**config.mk**
```make
export PLATFORM = sky130hd
export DESIGN_NAME = rr_bus_arbiter16
export DESIGN_NICKNAME = d
export VERILOG_FILES = /design/src/rtl/rr_bus_arbiter16_pkg.sv /design/src/rtl/Mux16.sv /design/src/rtl/rr_pick4.sv /design/src/rtl/rr_bus_arbiter16.sv
export SDC_FILE = /design/constraint.sdc
export NUM_CORES = 1
export LEC_CHECK = 0
export BUFFER_PORTS_ARGS = -buffer_cell sky130_fd_sc_hd__buf_2
export CORE_ASPECT_RATIO = 1.5
export CORE_MARGIN = 4
export CORE_UTILIZATION = 42
export DETAILED_ROUTE_END_ITERATION = 7
export MAX_ROUTING_LAYER = met4
export PLACE_DENSITY = 0.8
export SLEW_MARGIN = 0
export SYNTH_ARGS = -nofsm -noshare
export SYNTH_HDL_FRONTEND = slang
export SYNTH_SLANG_ARGS = --single-unit
```
**constraint.sdc**
```tcl
create_clock -name clk -period 2.7 [get_ports clk]
set_clock_uncertainty 0.15 [all_clocks]
set_input_delay 0.27 -clock clk [delete_from_list [all_inputs] [get_ports clk]]
set_output_delay 0.27 -clock clk [all_outputs]
set_load 0.03 [all_outputs]
```
**src/rtl/rr_bus_arbiter16_pkg.sv**
```systemverilog
// Shared constants and state encoding for the 4-way round-robin bus arbiter.
package rr_bus_arbiter16_pkg;

  localparam int unsigned N_REQ  = 4;
  localparam int unsigned IDX_W  = 2;
  localparam int unsigned DATA_W = 16;
  localparam int unsigned CNT_W  = 4;

  typedef enum logic {
    IDLE = 1'b0,
    BUSY = 1'b1
  } state_t;

endpackage

```
**src/rtl/Mux16.sv**
```systemverilog
// 16-bit 2:1 multiplexer.
//   a, b : data inputs
//   sel  : 0 selects a, 1 selects b
//   y    : selected word
module Mux16 (
  input  logic [15:0] a,
  input  logic [15:0] b,
  input  logic        sel,
  output logic [15:0] y
);

  assign y = sel ? b : a;

endmodule

```
**src/rtl/rr_pick4.sv**
```systemverilog
// Combinational round-robin pick over four request lines.
//   req   : candidate request lines
//   ptr   : index scanned first; the scan then wraps upward modulo 4
//   idx   : first set request found in scan order (ptr when none)
//   found : high when any request is set
module rr_pick4
  import rr_bus_arbiter16_pkg::*;
(
  input  logic [N_REQ-1:0] req,
  input  logic [IDX_W-1:0] ptr,
  output logic [IDX_W-1:0] idx,
  output logic             found
);

  // Scan farthest-first so the closest hit to ptr is the one left standing.
  always_comb begin
    idx   = ptr;
    found = 1'b0;
    for (int k = N_REQ - 1; k >= 0; k--) begin
      logic [IDX_W-1:0] j;
      j = ptr + IDX_W'(k);
      if (req[j]) begin
        idx   = j;
        found = 1'b1;
      end
    end
  end

endmodule

```
**src/rtl/rr_bus_arbiter16.sv**
```systemverilog
// Round-robin arbiter sharing one 16-bit datapath among four requesters,
// with each ownership limited to MAX_BURST cycles while others wait.
//   clk, rst        : clock, asynchronous active-high reset
//   req             : request lines, one per requester
//   data0..data3    : requester words
//   grant           : registered one-hot grant (or zero)
//   valid           : registered, high while a grant is held
//   owner           : registered index of current or last owner
//   out             : owner's word while valid, zero otherwise (combinational)
module rr_bus_arbiter16
  import rr_bus_arbiter16_pkg::*;
#(
  parameter int unsigned MAX_BURST = 4
) (
  input  logic              clk,
  input  logic              rst,
  input  logic [N_REQ-1:0]  req,
  input  logic [DATA_W-1:0] data0,
  input  logic [DATA_W-1:0] data1,
  input  logic [DATA_W-1:0] data2,
  input  logic [DATA_W-1:0] data3,
  output logic [N_REQ-1:0]  grant,
  output logic              valid,
  output logic [IDX_W-1:0]  owner,
  output logic [DATA_W-1:0] out
);

  state_t             state;
  logic [IDX_W-1:0]   ptr;
  logic [CNT_W-1:0]   cnt;
  logic [N_REQ-1:0]   others;
  logic [N_REQ-1:0]   pick_req;
  logic [IDX_W-1:0]   pick_idx;
  logic               pick_found;
  logic [DATA_W-1:0]  lo_word;
  logic [DATA_W-1:0]  hi_word;
  logic [DATA_W-1:0]  sel_word;

  // While busy the owner is excluded, so any hit is a genuine hand-off target.
  always_comb begin
    others        = req;
    others[owner] = 1'b0;
    pick_req      = (state == BUSY) ? others : req;
  end

  rr_pick4 u_pick (
    .req   (pick_req),
    .ptr   (ptr),
    .idx   (pick_idx),
    .found (pick_found)
  );

  // Arbitration state machine; all outputs registered.
  always_ff @(posedge clk or posedge rst) begin
    if (rst) begin
      state <= IDLE;
      grant <= '0;
      valid <= 1'b0;
      owner <= '0;
      ptr   <= '0;
      cnt   <= '0;
    end else begin
      case (state)
        IDLE: begin
          if (pick_found) begin
            state <= BUSY;
            grant <= N_REQ'(1) << pick_idx;
            valid <= 1'b1;
            owner <= pick_idx;
            ptr   <= pick_idx + IDX_W'(1);
            cnt   <= CNT_W'(1);
          end
        end
        BUSY: begin
          if (!req[owner] || (cnt >= CNT_W'(MAX_BURST) && pick_found)) begin
            if (pick_found) begin
              // Hand off on this edge, no idle bubble.
              grant <= N_REQ'(1) << pick_idx;
              owner <= pick_idx;
              ptr   <= pick_idx + IDX_W'(1);
              cnt   <= CNT_W'(1);
            end else begin
              state <= IDLE;
              grant <= '0;
              valid <= 1'b0;
            end
          end else if (cnt < CNT_W'(MAX_BURST)) begin
            cnt <= cnt + CNT_W'(1);
          end else begin
            // Burst limit reached with nobody waiting: restart the burst.
            cnt <= CNT_W'(1);
          end
        end
        default: state <= IDLE;
      endcase
    end
  end

  // Output datapath: 4:1 tree on owner, then gate with valid.
  Mux16 u_mux_lo  (.a(data0),   .b(data1),    .sel(owner[0]), .y(lo_word));
  Mux16 u_mux_hi  (.a(data2),   .b(data3),    .sel(owner[0]), .y(hi_word));
  Mux16 u_mux_sel (.a(lo_word), .b(hi_word),  .sel(owner[1]), .y(sel_word));
  Mux16 u_mux_out (.a(16'h0000), .b(sel_word), .sel(valid),   .y(out));

endmodule

```
======== After elaboration in Yosys (flattened, before gate mapping) ========
Index checks and enable logic that the tools add are counted.
word-level totals
  bits in registers ....................... 14
  output and inout port bits .............. 23
  word-level logic and storage cells ...... 78
operators by class
  add/subtract/negate cells ............... 5
  $lt $le $gt $ge ......................... 8
  eq/ne operators ......................... 3
  shift-type cells ........................ 1
  muxes and demuxes ....................... 46
  bitwise logic cells ..................... 3
  reductions and logical operators ........ 6
operators by type and width
  cell                                                                                 count
  16-bit two-way mux                                                                   4
  4-bit two-way mux                                                                    7
  2-bit two-way mux                                                                    8
  4-bit one-hot mux with 2 select lines                                                2
  2-bit by 3-bit < comparator with 1-bit output, second input constant                 5
  1-bit two-way mux                                                                    15
  1-bit binary-select mux with 2-bit select                                            5
  2-bit one-hot mux with 2 select lines                                                2
  2-bit by 1-bit adder with 2-bit output, second input constant                        2
  2-bit adder, second input constant                                                   2
  4-bit by 1-bit adder with 4-bit output, second input constant                        1
  4-bit AND                                                                            1
  4-bit by 3-bit greater-or-equal comparator with 1-bit output, second input constant  1
  4-bit by 3-bit < comparator with 1-bit output, second input constant                 1
  2-bit != test, second input constant                                                 2
  4-bit inverter                                                                       1
  1-bit one-hot mux with 2 select lines                                                2
  1-bit by 2-bit << shifter with 4-bit output, first input constant                    1
  3-bit AND reduction                                                                  1
  1-bit demux with 2-bit select                                                        1
  2-bit by 1-bit greater-or-equal comparator with 1-bit output, second input constant  1
  1-bit logical AND                                                                    2
  2-bit by 1-bit != test with 1-bit output, second input constant                      1
  2-bit AND reduction                                                                  1
  3 further kinds                                                                      3

======== Logic depth before layout (Yosys ltp) ========
Gate-level depths: netlist of the first run.
  depth after elaboration ................. 17
  mapped depth ............................ 10
  mapped depth without buffers ............ 8

======== By module ========
Synthesis of the first run repeated with hierarchy kept, for this count alone.
unflattened totals
  cell total of the unflattened synthesis .. 144
  area total of the unflattened synthesis .. 1784.2 µm²
by module, submodules not included
  module            instances  cells each  area each (µm²)  seq. area each (µm²)
  Mux16             4          18          249.0            0.0
  rr_bus_arbiter16  1          56          688.2            350.3
  rr_pick4          1          16          100.1            0.0

======== Worst setup path before layout of the first run ========
OpenSTA, ideal clock, no wires.
  kind .................................... flip-flop to flip-flop
  start ................................... register owner[0]
  end ..................................... register grant[2]
  setup time .............................. 131 ps
  arrival time ............................ 1850 ps
  slack ................................... 569 ps
  stages on the path, launching flop included .. 10
  path buffers ............................ 1
  period minus slack after synthesis ...... 2131 ps
  path through ............................ dfrtp_1 > buf_6 > mux2_2 > o22ai_1 > nor2_1 > a2bb2oi_1 > inv_1 > ha_1 > nand2_1 > o21ai_0
on the way
  cells in the longest elaborated chain, start to end .. 17
RTL lines
  element                                                                                                                                              line                                            RTL
  from (decl)                                                                                                                                          rr_bus_arbiter16.sv:24                          output logic [IDX_W-1:0] owner,
  from (signal assigned)                                                                                                                               rr_bus_arbiter16.sv:69                          owner <= pick_idx;
  from (signal assigned)                                                                                                                               rr_bus_arbiter16.sv:79                          owner <= pick_idx;
  2-bit by 3-bit < comparator with 1-bit output (not written as such) or 2-bit by 1-bit greater-or-equal comparator with 1-bit output (tied branches)  rr_bus_arbiter16.sv:42                          others[owner] = 1'b0;
  1-bit logical AND (not written as such)                                                                                                              rr_bus_arbiter16.sv:42
  1-bit two-way mux (not written as such)                                                                                                              rr_bus_arbiter16.sv:42
  1-bit demux with 2-bit select (*)                                                                                                                    rr_bus_arbiter16.sv:42
  4-bit inverter (no source line) (*)                                                                                                                  -
  4-bit AND (no source line) (*)                                                                                                                       -
  4-bit two-way mux (*)                                                                                                                                rr_bus_arbiter16.sv:43                          pick_req = (state == BUSY) ? others : req;
  1-bit binary-select mux with 2-bit select                                                                                                            rr_pick4.sv:22                                  if (req[j]) begin
  1-bit two-way mux (not written as such)                                                                                                              rr_pick4.sv:22
  2-bit two-way mux (3 in a row)                                                                                                                       rr_pick4.sv:22
  2-bit two-way mux (*)                                                                                                                                rr_pick4.sv:22
  net pick_idx[1]                                                                                                                                      rr_bus_arbiter16.sv:33                          logic [IDX_W-1:0] pick_idx;
  1-bit by 2-bit << shifter with 4-bit output (*)                                                                                                      rr_bus_arbiter16.sv:67, rr_bus_arbiter16.sv:78
  4-bit two-way mux                                                                                                                                    rr_bus_arbiter16.sv:76                          if (pick_found) begin
  4-bit two-way mux                                                                                                                                    rr_bus_arbiter16.sv:75                          if (!req[owner] || (cnt >= CNT_W'(MAX_BURST) && pick_found)) begin
  4-bit one-hot mux with 2 select lines (*)                                                                                                            rr_bus_arbiter16.sv:63                          case (state)
  to (signal assigned)                                                                                                                                 rr_bus_arbiter16.sv:67                          grant <= N_REQ'(1) << pick_idx;
  to (signal assigned)                                                                                                                                 rr_bus_arbiter16.sv:78                          grant <= N_REQ'(1) << pick_idx;
  to (decl)                                                                                                                                            rr_bus_arbiter16.sv:22                          output logic [N_REQ-1:0] grant,
Mark *: on every way through the listed nets, which the timed path passes. The rest lies on a longest branch. The select of a mux whose other input is x is not followed.
A chain may end at the register's enable or synchronous reset.

======== Worst setup path in the final report of the first run ========
  start ................................... register owner[0]
  end ..................................... output out[1]
on the way
  cells in the longest elaborated chain, start to end .. 3
RTL lines
  element                              line                    RTL
  16-bit two-way mux                   Mux16.sv:12             assign y = sel ? b : a;
  16-bit two-way mux (*) (2 in a row)  Mux16.sv:12
  to (decl)                            rr_bus_arbiter16.sv:25  output logic [DATA_W-1:0] out
Mark *: on every way between the ends. The rest lies on a longest branch, timed or not.

==> flow_summary.json, run 1 <==
{
  "outcome": "finished, final reports clean",
  "startpoint": "owner[0]",
  "switching_share": 0.5021,
  "max_freq_mhz": 403.5,
  "synthTopCellsByArea": "mux4_2 27%, dfrtp_1 25%, and2_1 8.4%",
  "utilization": 0.6149,
  "m1WireLength_um": 1773,
  "worstSetupEndpointType": "output pin",
  "area_growth_syn_to_layout_pct": 38.15,
  "core-area_um2": 3191,
  "ant_nets": 0,
  "totalWireLength_um": 4207,
  "synth_cell_types": 35,
  "async_flop_share": 1.000,
  "avgSynthCellArea_um2": 10.22,
  "yosys_most_used_dff": "dfrtp_1",
  "netSwitchingPower_mw": 1.161,
  "placed_cell_area_um2": 1893,
  "grt_pass1_vias": 1534,
  "yosysMostFrequentCell": "and2_1",
  "critPathTopFamily": "flip-flops",
  "diodes": 0,
  "worstPathRequired_ns": 2.28,
  "die_area_um2": 4394,
  "dr.pass1.iters": 4,
  "tightest_slew_ns": 0.5136,
  "wl_met2_um": 1992,
  "chipWidth_um": 55.48,
  "finalHoldViolations": 0,
  "maxUsedRoutingLayer": "met4",
  "grt_pass1_wl_um": 7155,
  "maxCapViolations": 0,
  "slew-limit-headroom": 0.6572,
  "synth_seq_cells": 14,
  "power_density_nw_per_um2": 1179,
  "cts_buffers": 3,
  "initial_core_util": 0.4451,
  "syn_inst": 139,
  "critPathMaxFanout": 17,
  "syn_area_um2": 1420,
  "ios": 93,
  "place_worst_setup_slack_ns": 0.3889,
  "finalInstanceArea_um2": 1962,
  "finalCriticalPeriod_ns": 2.478,
  "cts_setup_buffers": 0,
  "comb_power_share": 0.732,
  "vdd_drop_max_v": 0.001013,
  "synth_fp_nets": 214,
  "grt_overflow": 0,
  "cellLeakagePower_nw": 0.9814,
  "cts_tree": "done",
  "layout-drive-gt1-share": 0.5348,
  "path_buf_inv": 2,
  "root_buffer": "clkbuf_8",
  "nNetsFinal": 306,
  "die_h_um": 79.22,
  "dr_wl_met3_um": 409,
  "timing.rr.start": "owner[0]",
  "grt.total_usage": 0.2097,
  "setup_violations": 0,
  "drt-initial-drc-count": 60,
  "synthTopCellsByCount": "19 x and2_1, 17 x mux4_2, 14 x dfrtp_1, 14 x nand2_1, 8 x nor2_1",
  "clkPwrFrac": 0.087,
  "clockBufferDepth": 2,
  "cp_slowest_cell": "dfrtp_1",
  "intPower_mw": 1.151,
  "drc": 0,
  "clock_latency_ns": 0.25,
  "hp-start": "cnt[3]",
  "yosysTopAreaCellShare": 0.2696,
  "place_hpwl_um": 3537,
  "path_cells": "buf_6 > mux4_2 > and2_1 > buf_2",
  "wl_per_cell_um": 15.58,
  "antenna_found_initial": 0,
  "path_clk_slew_ns": 0.06,
  "port_buffers": 92,
  "htreeDepth": 1,
  "worstPathArrival_ns": 2.06,
  "cp_slowest_stage_delay_ns": 0.60,
  "criticalPathCategory": "flip-flop to output pin",
  "rsz0062_at_grt": "no",
  "cts.sinks": 14,
  "p_seq_frac": 0.181,
  "synth_edf_count": 0,
  "rows": 25,
  "tns_ns": 0,
  "via_count": 1465,
  "drv_slew": 0,
  "via_per_inst": 5.426,
  "nFillCells": 281,
  "setup_ws_ns": 0.2217,
  "yosysWarnings": 0,
  "period_share": 0.9179,
  "hp-class": "flip-flop to flip-flop",
  "ys_seq_area_frac": 0.2467,
  "yosysTopAreaCell": "mux4_2",
  "grt_max_degree": 19,
  "place.gp.congestion": 0.8634,
  "start_kind": "flip-flop"
}
## path summary, 6_finish.rpt
kind | endpoint | slack [ns] | cells after the start
worst min-delay path | cnt[3] | 0.34 | 1
worst max register to register | grant[2] | 0.36 | 8
max in group asynchronous | state | 1.60 | 3
worst min register to register | cnt[3] | 0.34 | 1
worst max-delay path | out[1] | 0.22 | 4
min in group asynchronous | ptr[1] | 0.45 | 3
## timing repair
item / in CTS / in global routing
endpoints found under the setup margin: 0 / 1
resized for setup: 0 / 1
endpoints found under the hold margin: 14 / 0
hold buffers: 1 / 0
## metal layers
metal,vias up,global-route usage
met5,-,-
met2,86,0.3555
met1,678,0.2451
met4,0,0.04623
met3,5,0.06341
li1,696,-
## registers in the layout, summed over array words and instances, names as in the netlist
register,flops
ptr,2
grant,4
state,1
cnt,4
valid,1
owner,2
## power groups by stage
| stage | Combinational [mW] | Clock (mW) | Sequential [mW] |
|---|---|---|---|
| after CTS | 1.71 | 0.204 | 0.418 |
| after global placement | 1.68 | 0 | 0.418 |
| after floorplan | 1.37 | 0 | 0.398 |
| final | 1.69 | 0.201 | 0.419 |
| after detailed placement | 1.70 | 0 | 0.420 |
| after global routing | 1.87 | 0.215 | 0.440 |
## final cells by class
type	count	area, µm²	area share
Tap cell	40	50.05	0.02551
Inverter	6	22.52	0.01148
Clock buffer	4	55.05	0.02806
Sequential cell	14	350.3	0.1786
Multi-Input combinational cell	109	979.7	0.4994
Timing Repair Buffer	97	504.2	0.2570
## metrics by stage
stage	total power [mW]	hold WS, ns	cells
finish	2.312	0.3420	270
global route	2.524	0.3526	270
CTS	2.327	0.3384	270
detailed placement	2.119	0.1936	265
global placement	2.096	0.1828	265
floorplan	1.764	0.009219	139
## cell usage in the layout, fill, tap and decap left out, drive strengths merged
master	n
a22o	2
nor2	9
a21boi	1
xnor2	1
mux2	2
a211oi	1
ha	5
dfrtp	14
a21oi	6
buf	96
o221ai	2
o21ai	7
and3	1
nand3	1
a2111oi	1
dlygate4sd3	1
a22oi	2
nor2b	1
mux2i	1
o2bb2ai	1
o22a	1
a2bb2oi	1
mux4	17
a31o	1
and2	19
nand2b	7
inv	6
a31oi	2
a32oi	1
o22ai	2
nand2	14
clkbuf	4
## cells by family after synthesis
| kind of cell | after synthesis | share of synthesized area |
|---|---|---|
| buf+inv | 16 | 0.06343 |
| compound gates | 31 | 0.1542 |
| mux | 20 | 0.2925 |
| xor+xnor | 1 | 0.006169 |
| flops | 14 | 0.2467 |
| fa+ha+maj | 5 | 0.04405 |
| simple gates | 52 | 0.1929 |
No activity file was read; power rests on OpenSTA's default activity.
==> inputs of run 2 (changes only) <==
- CORE_UTILIZATION: 42 -> 46
- PLACE_DENSITY: 0.8 -> 0.81
- SYNTH_HIERARCHICAL: unset -> 1
==> flow_summary.json, run 2 <==
{
  "area_growth_syn_to_layout_pct": 30.79,
  "cts.sinks": 14,
  "synthTopCellsByArea": "mux2_4 34%, dfrtp_1 20%, mux2_2 17%",
  "endpoint": "ptr[1]",
  "grt_pass1_vias": 1596,
  "startpoint": "owner[1]",
  "yosysTopAreaCellShare": 0.3366,
  "nFillCells": 314,
  "maxCapViolations": 0,
  "ant_nets": 0,
  "avgSynthCellArea_um2": 12.39,
  "die_h_um": 84.28,
  "hp-class": "flip-flop to flip-flop",
  "yosysTopAreaCell": "mux2_4",
  "synthTopCellsByCount": "40 x mux2_4, 27 x mux2_2, 14 x dfrtp_1",
  "drc": 0,
  "drv_slew": 0,
  "layout-drive-gt1-share": 0.6905,
  "syn_area_um2": 1784,
  "final_common_cell": "buf_2",
  "yosysMostFrequentCell": "mux2_4",
  "diodes": 0,
  "rsz0062_at_grt": "no",
  "grt_pass1_wl_um": 7182,
  "tns_ns": 0,
  "outcome": "finished, final reports clean",
  "ys_seq_area_frac": 0.1964,
  "synth_seq_cells": 14,
  "cts_buffers": 3,
  "finalCriticalPeriod_ns": 2.584,
  "worstPathRequired_ns": 2.69,
  "chipWidth_um": 58.85,
  "final_cell_mix": "92 x buf_2, 40 x mux2_4, 27 x mux2_2",
  "clockBufferDepth": 2,
  "cts_tree": "done",
  "antenna_found_initial": 0,
  "critPathMaxFanout": 8,
  "ios": 93,
  "cellLeakagePower_nw": 1.281,
  "largest_registers": "cnt x4, grant x4",
  "initial_core_util": 0.4801,
  "switching_share": 0.4458,
  "yosys_most_used_dff": "dfrtp_1",
  "grt_overflow": 0,
  "setup_violations": 0,
  "worstSetupEndpointType": "flip-flop",
  "clkPwrFrac": 0.078,
  "async_flop_share": 1.000,
  "p_seq_frac": 0.147,
  "core-area_um2": 3716,
  "via_per_inst": 5.068,
  "grt.total_usage": 0.1847,
  "via_count": 1495,
  "power_density_nw_per_um2": 1118,
  "path_clk_slew_ns": 0.06,
  "dr.pass1.iters": 4,
  "root_buffer": "clkbuf_8",
  "yosysWarnings": 6,
  "totalWireLength_um": 4457,
  "intPower_mw": 1.446,
  "place_hpwl_um": 3687,
  "drt-initial-drc-count": 54,
  "period_share": 0.9571,
  "start_kind": "flip-flop",
  "die_area_um2": 4960,
  "cts_setup_buffers": 0,
  "synth_cell_types": 31,
  "port_buffers": 92,
  "rows": 27,
  "clock_latency_ns": 0.25,
  "comb_power_share": 0.774,
  "place.gp.congestion": 0.8659,
  "htreeDepth": 1,
  "finalHoldViolations": 0,
  "criticalPathCategory": "flip-flop to flip-flop",
  "syn_inst": 144,
  "worstPathArrival_ns": 2.57,
  "reg2reg_depth": 7,
  "wl_per_cell_um": 15.11,
  "rrSetupSlack_ns": 0.12,
  "p_total_mw": 2.608,
  "vdd_drop_max_v": 0.001158,
  "timing.rr.start": "owner[1]",
  "slew-limit-headroom": 0.6437,
  "rr_endpoint": "ptr[1]",
  "grt_max_degree": 33,
  "max_freq_mhz": 387.0,
  "synth_edf_count": 0,
  "nNetsFinal": 328,
  "tightest_slew_ns": 0.5339,
  "netSwitchingPower_mw": 1.163
}
run 2: timing repair:
item / 4_1_cts / 5_1_grt
endpoints found under the setup margin: 0 / 6
endpoints found under the hold margin: 14 / 0
gates resized for setup: 0 / 1
hold buffers: 1 / 0
run 2: area by class of cell:
| class | count | area (µm²) | area share |
|---|---|---|---|
| multi-input combinational | 126 | 1324 | 0.5673 |
| timing repair buffer | 98 | 511.7 | 0.2193 |
| sequential | 14 | 351.6 | 0.1507 |
| clock buffer | 4 | 55.05 | 0.02359 |
| tap | 43 | 53.80 | 0.02306 |
| inverter | 10 | 37.54 | 0.01609 |
run 2: worst min-delay path by stage:
stage | start | to | slack, ns | depth (start not counted)
detailed placement | rst | owner[1] | 0.18 | 2
global placement | rst | ptr[0] | 0.17 | 2
CTS | cnt[0] | cnt[0] | 0.33 | 1
global route | cnt[0] | cnt[0] | 0.36 | 1
finish | cnt[0] | cnt[0] | 0.33 | 1
floorplan | rst | cnt[0] | 0.009 | 1
run 2: per-layer routing:
metal,global-route usage,vias to the layer above,share of wire
met1,0.1868,686,0.36
li1,-,730,-
met4,0.05155,0,0.015
met5,-,-,0
met3,0.03538,7,0.097
met2,0.3451,72,0.53
run 2: power groups by stage:
stage	Clock [mW]	Combinational, mW	Sequential, mW
finish	0.205	2.02	0.384
global route	0.220	2.16	0.398
global placement	0	1.98	0.377
CTS	0.210	2.03	0.381
detailed placement	0	2.02	0.383
floorplan	0	1.69	0.456
run 2: through the flow:
step / setup slack, ns / hold WS, ns / instance area (µm²) / cells / utilization
after floorplan: 0.07381 / 0.009219 / 1841 / 159 / -
after global placement: 0.2443 / 0.1744 / 2265 / 290 / 0.6094
after detailed placement: 0.1424 / 0.1816 / 2265 / 290 / 0.6094
after CTS: 0.03746 / 0.3308 / 2330 / 295 / 0.6269
after global routing: 0.03062 / 0.3612 / 2333 / 295 / 0.6279
final: 0.1159 / 0.3287 / 2333 / 295 / 0.6279
run 2: kinds of logic after synthesis:
logic type / count (synthesis) / share of synthesized area
adder cells (fa/ha/maj): 5 / 0.03506
multiplexers: 70 / 0.5309
flip-flops: 14 / 0.1964
other: 1 / 0.002102
AND/OR/NAND/NOR: 15 / 0.04910
AO/OA/AOI/OAI: 20 / 0.09327
buffers and inverters: 19 / 0.09327
run 2: critical path, stage by stage, from the launching register on:
cell and delay [ns]:
dfrtp_1 0.46, o31a_1 0.37, and2b_2 0.22, or4_1 0.50, nand2_1 0.15, inv_1 0.08
ha_1 0.27, mux2_2 0.26
